===== src/rtl/shift_pkg.sv =====
// Shared types for the shift issue stage, the barrel shifter and the ALU.
// Defines operand widths, the shift opcode enum and the issued-op payload struct.
package shift_pkg;

  localparam int XLEN    = 32;
  localparam int SHAMT_W = 5;
  localparam int REG_W   = 5;

  typedef enum logic [1:0] {
    SHIFT_SLL = 2'd0,
    SHIFT_SRL = 2'd1,
    SHIFT_SRA = 2'd2,
    SHIFT_RSV = 2'd3
  } shift_op_e;

  typedef struct packed {
    shift_op_e        op;
    logic [XLEN-1:0]  rs1;
    logic [XLEN-1:0]  rs2;
    logic [REG_W-1:0] rd;
  } shift_issue_t;

  // The reserved encoding is folded onto SLL so the shifter never sees it.
  function automatic shift_op_e legalize_op(logic [1:0] raw);
    return (raw == 2'd3) ? SHIFT_SLL : shift_op_e'(raw);
  endfunction

endpackage


===== src/rtl/shift_issue_stage_if.sv =====
// Decode-side, forwarding and shifter-side signals of the shift issue stage.
// Both sides use valid/ready: a transfer happens on a rising edge where valid & ready are both 1;
// once valid is raised the sender holds valid and payload unchanged until it sees ready.
interface shift_issue_if
  import shift_pkg::*;
();

  logic              in_valid_i;
  logic              in_ready_o;
  logic [1:0]        in_op_i;
  logic              in_use_imm_i;
  logic [SHAMT_W-1:0] in_imm_i;
  logic [REG_W-1:0]  in_rs1_addr_i;
  logic [REG_W-1:0]  in_rs2_addr_i;
  logic [REG_W-1:0]  in_rd_addr_i;
  logic [XLEN-1:0]   in_rs1_data_i;
  logic [XLEN-1:0]   in_rs2_data_i;
  logic              fwd_mem_we_i;
  logic [REG_W-1:0]  fwd_mem_addr_i;
  logic [XLEN-1:0]   fwd_mem_data_i;
  logic              fwd_wb_we_i;
  logic [REG_W-1:0]  fwd_wb_addr_i;
  logic [XLEN-1:0]   fwd_wb_data_i;
  logic              out_valid_o;
  logic              out_ready_i;
  logic [1:0]        out_op_o;
  logic [XLEN-1:0]   out_rs1_o;
  logic [XLEN-1:0]   out_rs2_o;
  logic [REG_W-1:0]  out_rd_addr_o;

  modport master (
    output in_valid_i, in_op_i, in_use_imm_i, in_imm_i,
           in_rs1_addr_i, in_rs2_addr_i, in_rd_addr_i, in_rs1_data_i, in_rs2_data_i,
           fwd_mem_we_i, fwd_mem_addr_i, fwd_mem_data_i,
           fwd_wb_we_i, fwd_wb_addr_i, fwd_wb_data_i, out_ready_i,
    input  in_ready_o, out_valid_o, out_op_o, out_rs1_o, out_rs2_o, out_rd_addr_o
  );

  modport slave (
    input  in_valid_i, in_op_i, in_use_imm_i, in_imm_i,
           in_rs1_addr_i, in_rs2_addr_i, in_rd_addr_i, in_rs1_data_i, in_rs2_data_i,
           fwd_mem_we_i, fwd_mem_addr_i, fwd_mem_data_i,
           fwd_wb_we_i, fwd_wb_addr_i, fwd_wb_data_i, out_ready_i,
    output in_ready_o, out_valid_o, out_op_o, out_rs1_o, out_rs2_o, out_rd_addr_o
  );

endinterface


===== src/rtl/operand_fwd_mux.sv =====
// Resolves one source operand: MEM result, then WB result, then regfile; x0 always reads 0.
// With SHIFT_ISSUE_FWD_EN undefined the forwarding inputs are ignored (the hazard unit stalls).
module operand_fwd_mux
  import shift_pkg::*;
(
  input  logic [REG_W-1:0] src_addr_i,
  input  logic [XLEN-1:0]  rf_data_i,
  input  logic             mem_we_i,
  input  logic [REG_W-1:0] mem_addr_i,
  input  logic [XLEN-1:0]  mem_data_i,
  input  logic             wb_we_i,
  input  logic [REG_W-1:0] wb_addr_i,
  input  logic [XLEN-1:0]  wb_data_i,
  output logic [XLEN-1:0]  data_o
);

  logic src_is_x0;
  assign src_is_x0 = (src_addr_i == '0);

`ifdef SHIFT_ISSUE_FWD_EN
  logic mem_hit;
  logic wb_hit;
  assign mem_hit = mem_we_i && (mem_addr_i == src_addr_i);
  assign wb_hit  = wb_we_i  && (wb_addr_i  == src_addr_i);

  always_comb begin
    data_o = rf_data_i;
    if (src_is_x0)    data_o = '0;
    else if (mem_hit) data_o = mem_data_i;
    else if (wb_hit)  data_o = wb_data_i;
  end
`else
  logic unused_fwd;
  assign unused_fwd = ^{mem_we_i, mem_addr_i, mem_data_i, wb_we_i, wb_addr_i, wb_data_i};

  always_comb begin
    data_o = rf_data_i;
    if (src_is_x0) data_o = '0;
  end
`endif

endmodule


===== src/rtl/shift_issue_stage.sv =====
// Execute-issue register for the barrel shifter: resolves operands at acceptance and
// buffers them in a main + skid pair so in_ready_o never depends on out_ready_i.
module shift_issue_stage
  import shift_pkg::*;
(
  input  logic         clk_i,
  input  logic         rst_ni,
  input  logic         flush_i,
  shift_issue_if.slave bus
);

  logic [XLEN-1:0]    rs1_res;
  logic [XLEN-1:0]    rs2_res;
  logic [SHAMT_W-1:0] shamt;
  shift_issue_t       new_op;

  logic         main_valid_q, main_valid_d;
  logic         skid_valid_q, skid_valid_d;
  shift_issue_t main_q, main_d;
  shift_issue_t skid_q, skid_d;

  logic accept;
  logic drain;

  operand_fwd_mux u_fwd_rs1 (
    .src_addr_i (bus.in_rs1_addr_i),
    .rf_data_i  (bus.in_rs1_data_i),
    .mem_we_i   (bus.fwd_mem_we_i),
    .mem_addr_i (bus.fwd_mem_addr_i),
    .mem_data_i (bus.fwd_mem_data_i),
    .wb_we_i    (bus.fwd_wb_we_i),
    .wb_addr_i  (bus.fwd_wb_addr_i),
    .wb_data_i  (bus.fwd_wb_data_i),
    .data_o     (rs1_res)
  );

  operand_fwd_mux u_fwd_rs2 (
    .src_addr_i (bus.in_rs2_addr_i),
    .rf_data_i  (bus.in_rs2_data_i),
    .mem_we_i   (bus.fwd_mem_we_i),
    .mem_addr_i (bus.fwd_mem_addr_i),
    .mem_data_i (bus.fwd_mem_data_i),
    .wb_we_i    (bus.fwd_wb_we_i),
    .wb_addr_i  (bus.fwd_wb_addr_i),
    .wb_data_i  (bus.fwd_wb_data_i),
    .data_o     (rs2_res)
  );

  // Only the low shamt bits of rs2 are meaningful to a shift.
  logic unused_rs2_hi;
  assign unused_rs2_hi = ^rs2_res[XLEN-1:SHAMT_W];

  assign shamt = bus.in_use_imm_i ? bus.in_imm_i : rs2_res[SHAMT_W-1:0];

  always_comb begin
    new_op.op  = legalize_op(bus.in_op_i);
    new_op.rs1 = rs1_res;
    new_op.rs2 = {{(XLEN-SHAMT_W){1'b0}}, shamt};
    new_op.rd  = bus.in_rd_addr_i;
  end

  assign accept = bus.in_valid_i && !skid_valid_q && !flush_i;
  assign drain  = main_valid_q && bus.out_ready_i;

  // Skid is only ever filled while main is stalled, so FIFO order is main before skid.
  always_comb begin
    main_valid_d = main_valid_q;
    skid_valid_d = skid_valid_q;
    main_d       = main_q;
    skid_d       = skid_q;
    if (flush_i) begin
      main_valid_d = 1'b0;
      skid_valid_d = 1'b0;
    end else if (main_valid_q && !drain) begin
      if (accept) begin
        skid_d       = new_op;
        skid_valid_d = 1'b1;
      end
    end else if (skid_valid_q) begin
      main_d       = skid_q;
      main_valid_d = 1'b1;
      skid_valid_d = 1'b0;
    end else if (accept) begin
      main_d       = new_op;
      main_valid_d = 1'b1;
    end else begin
      main_valid_d = 1'b0;
    end
  end

  always_ff @(posedge clk_i or negedge rst_ni) begin
    if (!rst_ni) begin
      main_valid_q <= 1'b0;
      skid_valid_q <= 1'b0;
      main_q       <= '0;
      skid_q       <= '0;
    end else begin
      main_valid_q <= main_valid_d;
      skid_valid_q <= skid_valid_d;
      main_q       <= main_d;
      skid_q       <= skid_d;
    end
  end

  assign bus.in_ready_o    = !skid_valid_q;
  assign bus.out_valid_o   = main_valid_q;
  assign bus.out_op_o      = main_q.op;
  assign bus.out_rs1_o     = main_q.rs1;
  assign bus.out_rs2_o     = main_q.rs2;
  assign bus.out_rd_addr_o = main_q.rd;

endmodule

===== src/flat_wrapper.sv =====
// flat-port wrapper written by rule: the top's interface ports become plain ports
module shift_issue_stage_flat import shift_pkg::*;
  (clk_i, rst_ni, flush_i, bus_in_valid_i, bus_in_op_i, bus_in_use_imm_i, bus_in_imm_i, bus_in_rs1_addr_i, bus_in_rs2_addr_i, bus_in_rd_addr_i, bus_in_rs1_data_i, bus_in_rs2_data_i, bus_fwd_mem_we_i, bus_fwd_mem_addr_i, bus_fwd_mem_data_i, bus_fwd_wb_we_i, bus_fwd_wb_addr_i, bus_fwd_wb_data_i, bus_out_ready_i, bus_in_ready_o, bus_out_valid_o, bus_out_op_o, bus_out_rs1_o, bus_out_rs2_o, bus_out_rd_addr_o);
  shift_issue_if bus_i ();
  input  logic clk_i;
  input  logic rst_ni;
  input  logic flush_i;
  input wire logic [$bits(bus_i.in_valid_i)-1:0] bus_in_valid_i;
  input wire logic [$bits(bus_i.in_op_i)-1:0] bus_in_op_i;
  input wire logic [$bits(bus_i.in_use_imm_i)-1:0] bus_in_use_imm_i;
  input wire logic [$bits(bus_i.in_imm_i)-1:0] bus_in_imm_i;
  input wire logic [$bits(bus_i.in_rs1_addr_i)-1:0] bus_in_rs1_addr_i;
  input wire logic [$bits(bus_i.in_rs2_addr_i)-1:0] bus_in_rs2_addr_i;
  input wire logic [$bits(bus_i.in_rd_addr_i)-1:0] bus_in_rd_addr_i;
  input wire logic [$bits(bus_i.in_rs1_data_i)-1:0] bus_in_rs1_data_i;
  input wire logic [$bits(bus_i.in_rs2_data_i)-1:0] bus_in_rs2_data_i;
  input wire logic [$bits(bus_i.fwd_mem_we_i)-1:0] bus_fwd_mem_we_i;
  input wire logic [$bits(bus_i.fwd_mem_addr_i)-1:0] bus_fwd_mem_addr_i;
  input wire logic [$bits(bus_i.fwd_mem_data_i)-1:0] bus_fwd_mem_data_i;
  input wire logic [$bits(bus_i.fwd_wb_we_i)-1:0] bus_fwd_wb_we_i;
  input wire logic [$bits(bus_i.fwd_wb_addr_i)-1:0] bus_fwd_wb_addr_i;
  input wire logic [$bits(bus_i.fwd_wb_data_i)-1:0] bus_fwd_wb_data_i;
  input wire logic [$bits(bus_i.out_ready_i)-1:0] bus_out_ready_i;
  output wire logic [$bits(bus_i.in_ready_o)-1:0] bus_in_ready_o;
  output wire logic [$bits(bus_i.out_valid_o)-1:0] bus_out_valid_o;
  output wire logic [$bits(bus_i.out_op_o)-1:0] bus_out_op_o;
  output wire logic [$bits(bus_i.out_rs1_o)-1:0] bus_out_rs1_o;
  output wire logic [$bits(bus_i.out_rs2_o)-1:0] bus_out_rs2_o;
  output wire logic [$bits(bus_i.out_rd_addr_o)-1:0] bus_out_rd_addr_o;
  assign bus_i.in_valid_i = bus_in_valid_i;
  assign bus_i.in_op_i = bus_in_op_i;
  assign bus_i.in_use_imm_i = bus_in_use_imm_i;
  assign bus_i.in_imm_i = bus_in_imm_i;
  assign bus_i.in_rs1_addr_i = bus_in_rs1_addr_i;
  assign bus_i.in_rs2_addr_i = bus_in_rs2_addr_i;
  assign bus_i.in_rd_addr_i = bus_in_rd_addr_i;
  assign bus_i.in_rs1_data_i = bus_in_rs1_data_i;
  assign bus_i.in_rs2_data_i = bus_in_rs2_data_i;
  assign bus_i.fwd_mem_we_i = bus_fwd_mem_we_i;
  assign bus_i.fwd_mem_addr_i = bus_fwd_mem_addr_i;
  assign bus_i.fwd_mem_data_i = bus_fwd_mem_data_i;
  assign bus_i.fwd_wb_we_i = bus_fwd_wb_we_i;
  assign bus_i.fwd_wb_addr_i = bus_fwd_wb_addr_i;
  assign bus_i.fwd_wb_data_i = bus_fwd_wb_data_i;
  assign bus_i.out_ready_i = bus_out_ready_i;
  assign bus_in_ready_o = bus_i.in_ready_o;
  assign bus_out_valid_o = bus_i.out_valid_o;
  assign bus_out_op_o = bus_i.out_op_o;
  assign bus_out_rs1_o = bus_i.out_rs1_o;
  assign bus_out_rs2_o = bus_i.out_rs2_o;
  assign bus_out_rd_addr_o = bus_i.out_rd_addr_o;
  shift_issue_stage u_core (.clk_i(clk_i), .rst_ni(rst_ni), .flush_i(flush_i), .bus(bus_i));
endmodule

===== config.mk =====
export PLATFORM = sky130hd
export DESIGN_NAME = shift_issue_stage_flat
export DESIGN_NICKNAME = d
export VERILOG_FILES = /design/src/rtl/shift_pkg.sv /design/src/rtl/shift_issue_stage_if.sv /design/src/rtl/operand_fwd_mux.sv /design/src/rtl/shift_issue_stage.sv /design/src/flat_wrapper.sv
export SDC_FILE = /design/constraint.sdc
export NUM_CORES = 1
export LEC_CHECK = 0
export BUFFER_PORTS_ARGS = -buffer_cell sky130_fd_sc_hd__buf_2
export CAP_MARGIN = 20
export CORE_ASPECT_RATIO = 1.5
export CORE_UTILIZATION = 42
export DETAILED_ROUTE_END_ITERATION = 8
export PLACE_DENSITY = 0.82
export SETUP_SLACK_MARGIN = 0.15
export SLEW_MARGIN = 20
export SYNTH_ARGS = -nofsm -noshare
export SYNTH_HDL_FRONTEND = slang
export SYNTH_HIERARCHICAL = 1
export SYNTH_SLANG_ARGS = --single-unit

===== constraint.sdc =====
create_clock -name clk_i -period 1.6 [get_ports clk_i]
set_clock_uncertainty 0.2 [all_clocks]
set_input_delay 0.32 -clock clk_i [delete_from_list [all_inputs] [get_ports clk_i]]
set_output_delay 0.32 -clock clk_i [all_outputs]
set_load 0.1 [all_outputs]

Word-level counts from Yosys, hierarchy flattened
Cells that the tools add are included.

storage, ports and cells
  output and inout bits = 73
  register bits after elaboration = 117
  logic and storage cells = 40

operators by class
  bitwise gates (word level) = 2
  mux-type cells = 13
  eq/ne operators = 3
  reduce and logical (&&, ||, !) cells = 12

operators with widths
  cell                  number
  $mux W71              2
  $mux W32              1
  $logic_not A5 Y1      2
  $mux W5               2
  $mux W1               7
  $reduce_and A3 Y1     2
  $logic_and A1 B1 Y1   4
  $logic_not A1 Y1      3
  $ne A3 B2 Y1 const B  1
  $eq A2 B2 Y1 const B  1
  $mux W2               1
  $ne A2 B2 Y1 const B  1
  $not A1 Y1            2
  $reduce_bool A2 Y1    1

Longest topological paths before layout
  word-level depth = 7
  mapped depth = 6
  depth with buffers taken out = 5

Cells and area by module
The synthesis kept the hierarchy.

modules (own cells, without submodules)
  module             sequential area each (um^2)  area each (um^2)  cells each  instances
  shift_issue_stage  2252.2                       4286.6            333         1
  operand_fwd_mux    0.0                          321.6             40          2

Worst setup path after synthesis
No wires, ideal clock.

  kind = register to register
  start point = register u_core.main_valid_q (netlist: u_core/bus.out_valid_o)
  end point = register u_core/skid_q[0] (netlist name)
  period minus slack after synthesis = 2.261 ns
  path buffers = 2
  arrival = 1.936 ns
  stages on the path, launching flop included = 6
  path slack = -0.661 ns
  path through = dfrtp_1 > nor2b_2 > buf_4 > nand3_4 > buf_6 > mux2_4

between the ends
  cells in the longest elaborated chain, start to end = 4

RTL lines
  item                                    line                      source
  start, declared                         shift_issue_stage.sv:17   logic main_valid_q, main_valid_d;
  start signal, assigned                  shift_issue_stage.sv:98   main_valid_q <= main_valid_d;
  $logic_and A1 B1 Y1                     shift_issue_stage.sv:63   assign drain = main_valid_q && bus.out_ready_i;
  $logic_not A1 Y1                        shift_issue_stage.sv:74   end else if (main_valid_q && !drain) begin
  $logic_and A1 B1 Y1 (*)                 shift_issue_stage.sv:74
  $reduce_and A3 Y1 (no source line) (*)  n/a
  end signal, assigned                    shift_issue_stage.sv:101  skid_q <= skid_d;
  end, declared                           shift_issue_stage.sv:20   shift_issue_t skid_q, skid_d;

Mark *: on every way between the ends. The rest lies on a longest branch, timed or not.
A chain may end at the register's enable or synchronous reset.

Worst setup path in the final report
  start point = register u_core.skid_valid_q
  end point = register u_core/skid_q[60] (netlist name)

between the ends
  cells in the longest elaborated chain, start to end = 4

RTL lines
  item                                line                     source
  start, declared                     shift_issue_stage.sv:18  logic skid_valid_q, skid_valid_d;
  start signal, assigned              shift_issue_stage.sv:99  skid_valid_q <= skid_valid_d;
  $logic_not A1 Y1                    shift_issue_stage.sv:62  assign accept = bus.in_valid_i && !skid_valid_q && !flush_i;
  $logic_and A1 B1 Y1 (2 in a row)    shift_issue_stage.sv:62
  $reduce_and A3 Y1 (no source line)  n/a

No other way between the ends.

==> flow_results.org <==
** Worst hold path
- For hold timing, the worst endpoint is u_core/skid_q[2]$_DFFE_PN0P_.
- Worst hold path class :: in2reg
- Worst Hold Depth :: 2
- Hold path start :: bus_in_rd_addr_i[2]

** CTS
- No sink is reached through more buffers than the 2 on the longest clock path.
- Clock-pin transition on the worst setup and hold timing paths :: 0.06 ns
- For the worst-skew pair, the clock arrives at the later sink with an insertion delay of 0.33 ns.
- In this run the number of H-tree levels came out at 3.
- Counting the buffers created by CTS gives 9.
- Clock tree sinks :: 90
- Clock root buffer :: sky130_fd_sc_hd__clkbuf_16
- TritonCTS clock tree :: done

** Final layout
- Layout Area Growth over Synthesis :: 46.9%
- Area of the multi-input gates :: 2210 um^2
- Total of fill cells in the finished design :: 757
- In the final design database the tool counted 687 nets.
- The library cell used most frequently in the layout, excluding fill and tap cells, is sky130_fd_sc_hd__dfrtp_1.
- Sequential cell area in the final layout :: 2260 um^2
- The library cells used most frequently in the layout, excluding fill and tap cells, are sky130_fd_sc_hd__dfrtp_1 (88), sky130_fd_sc_hd__buf_2 (63), sky130_fd_sc_hd__buf_12 (56).
- Cells with a size suffix above 1 make up 48.9% of the layout.
- For this run, the share of the core covered by cells in the final layout is 64.4%.

** Global routing
- Initial antenna violation count :: 1
- Largest net degree at the start of global routing :: 46
- Number of global-route vias before repair :: 3851
- Total routing usage reported by global routing :: 21.8%
- The total overflow left after global routing is 0.
- Global-route wire length before repair :: 19200 um

** Floorplanning
- The floorplan step set the die height to 131 um.
- The die covers 11600 um^2.
- Pin placement for this block handled 241 I/O pins.
- X dimension of the die :: 88.3 um
- The core region is 10700 um^2.
- Row count :: 46
- The initial utilization of the core area, before any placement, comes to 43.8%.

** Timing
- Number of setup violations in the final report :: 86
- Setup repair after global routing could not meet its margin everywhere.
- Max Transition Viols Final :: 0
- Final critical-path share of the clock period :: 105%
- After layout, the worst setup slack is -0.0776 ns.
- On the final layout, the worst hold slack is 0.0273 ns.
- Final Hold Vio Count :: 0
- Derived from the worst setup path, the maximum achievable clock frequency is 596 MHz.
- For the finished layout, the period the worst path requires is 1.68 ns.

** Route
- 1st-pass router iterations :: 4
- Wires add up to 12600 um.
- DRC Markers :: 0
- Detailed Route Iter0 Violations :: 147
- The count of nets left with antenna violations once routing finished came out at 0.
- Average wire per cell in the routed design :: 18.8 um
- In the routed layout, each cell is associated on average with a via count of 5.37.
- The detailed router placed 3590 vias in this run.

** Status
- The run finished, with violations left.
- The checks that failed: setup timing.

** Setup path
- Worst R2R Path Depth :: 6
- Largest driver fanout on the critical path :: 10
- Setup CP Type :: reg2reg
- For flop-to-flop paths, the worst setup slack is -0.08 ns.
- CP arrival :: 1.69 ns
- Beginning of the critical path :: u_core/skid_valid_q$_DFFE_PN0P_
- In this run the critical register-to-register path is captured at u_core/skid_q[60]$_DFFE_PN0P_.
- The worst register-to-register path begins at u_core/skid_valid_q$_DFFE_PN0P_.
- STA classifies the critical path endpoint as a register.
- The worst setup path is launched from a register.
- Req. time, crit path :: 1.62 ns

** Power
- Across the VDD grid, the largest voltage drop is 773 uV.
- Static Leak :: 3.23 nW
- Power density relative to cell area :: 1310 nW/um^2

** Place
- During placement, the flow inserted port buffers numbering 110.
- Worst setup timing slack at the placement stage :: -0.257 ns
- Detailed Place HPWL :: 7730 um
- Final estimated routing congestion in global placement :: 0.751

** Synth
- Syn Std Cell Area :: 4690 um^2
- Number of warnings printed during yosys synthesis :: 6
- After synthesis, the mean cell area works out to 12.3 um^2.
- Synthesis handed over a netlist of 382 instances.

** Job
- Max-Cap Viols :: 0
[worst max-delay path, cell delays in order, from the launching register on]
cell,delay [ns]
sky130_fd_sc_hd__dfrtp_2,0.43
sky130_fd_sc_hd__buf_6,0.13
sky130_fd_sc_hd__nor2_4,0.09
sky130_fd_sc_hd__nand3_4,0.09
sky130_fd_sc_hd__buf_12,0.16
sky130_fd_sc_hd__buf_12,0.15
sky130_fd_sc_hd__mux2_4,0.30
[routing by layer]
layer | share of wire, % | GRT usage (%) | vias to the layer above
met4 | 3.1 | 9.77 | 0
met1 | 40 | 25.8 | 1803
met5 | 0 | 0 | -
li1 | - | - | 1584
met3 | 4.6 | 4.15 | 26
met2 | 52 | 37.4 | 177
[layout make-up]
cell class                      count  area share (%)
Clock inverter                      5            1.13
Multi-Input combinational cell    257            32.0
Tap cell                          144            2.62
Sequential cell                    90            32.8
Clock buffer                       11            3.52
Inverter                            3           0.272
Timing Repair Buffer              158            27.6
Antenna cell                        1          0.0363
[through the flow]
step | power, mW | instances | TNS (ns) | instance area (um^2)
after floorplan | 5.40 | 408 | -12.50 | 4820
after global placement | 6.09 | 630 | -6.12 | 5670
after detailed placement | 6.18 | 630 | -8.37 | 5670
after CTS | 8.87 | 663 | -2.96 | 6670
after global routing | 9.34 | 669 | -8.40 | 6890
final | 9.03 | 669 | -3.44 | 6890
[registers in the layout, indices dropped and copies added (netlist names)]
name	cells
u_core/skid_q	44
u_core/bus.out_rs1_o	32
u_core/bus.out_rd_addr_o	5
u_core/bus.out_rs2_o	5
u_core/bus.out_op_o	2
u_core/bus.out_valid_o	1
u_core/skid_valid_q	1
[where the power goes]
group          switching [mW]  internal, mW
registers               0.378          2.75
clock network           0.854          1.41
logic                    2.22          1.43
[what timing repair did]
item / 4_1_cts / 5_1_grt
pin swaps: 2 / 2
gates cloned: 4 / 2
endpoints found under the setup margin: 133 / 136
hold buffers: 3 / 0
resized for setup: 134 / 33
buffers inserted: 10 / 3
hold endpoints to repair: 23 / 0
[worst max-delay path by stage]
stage,to,depth (start not counted)
after global placement,u_core/skid_q[8]$_DFFE_PN0P_,5
after global routing,u_core/skid_q[69]$_DFFE_PN0P_,6
after detailed placement,u_core/skid_q[8]$_DFFE_PN0P_,5
after CTS,bus_in_ready_o,3
after floorplan,u_core/skid_q[0]$_DFFE_PN0P_,5
final,u_core/skid_q[60]$_DFFE_PN0P_,6
Power figures use the tool's default switching activity.
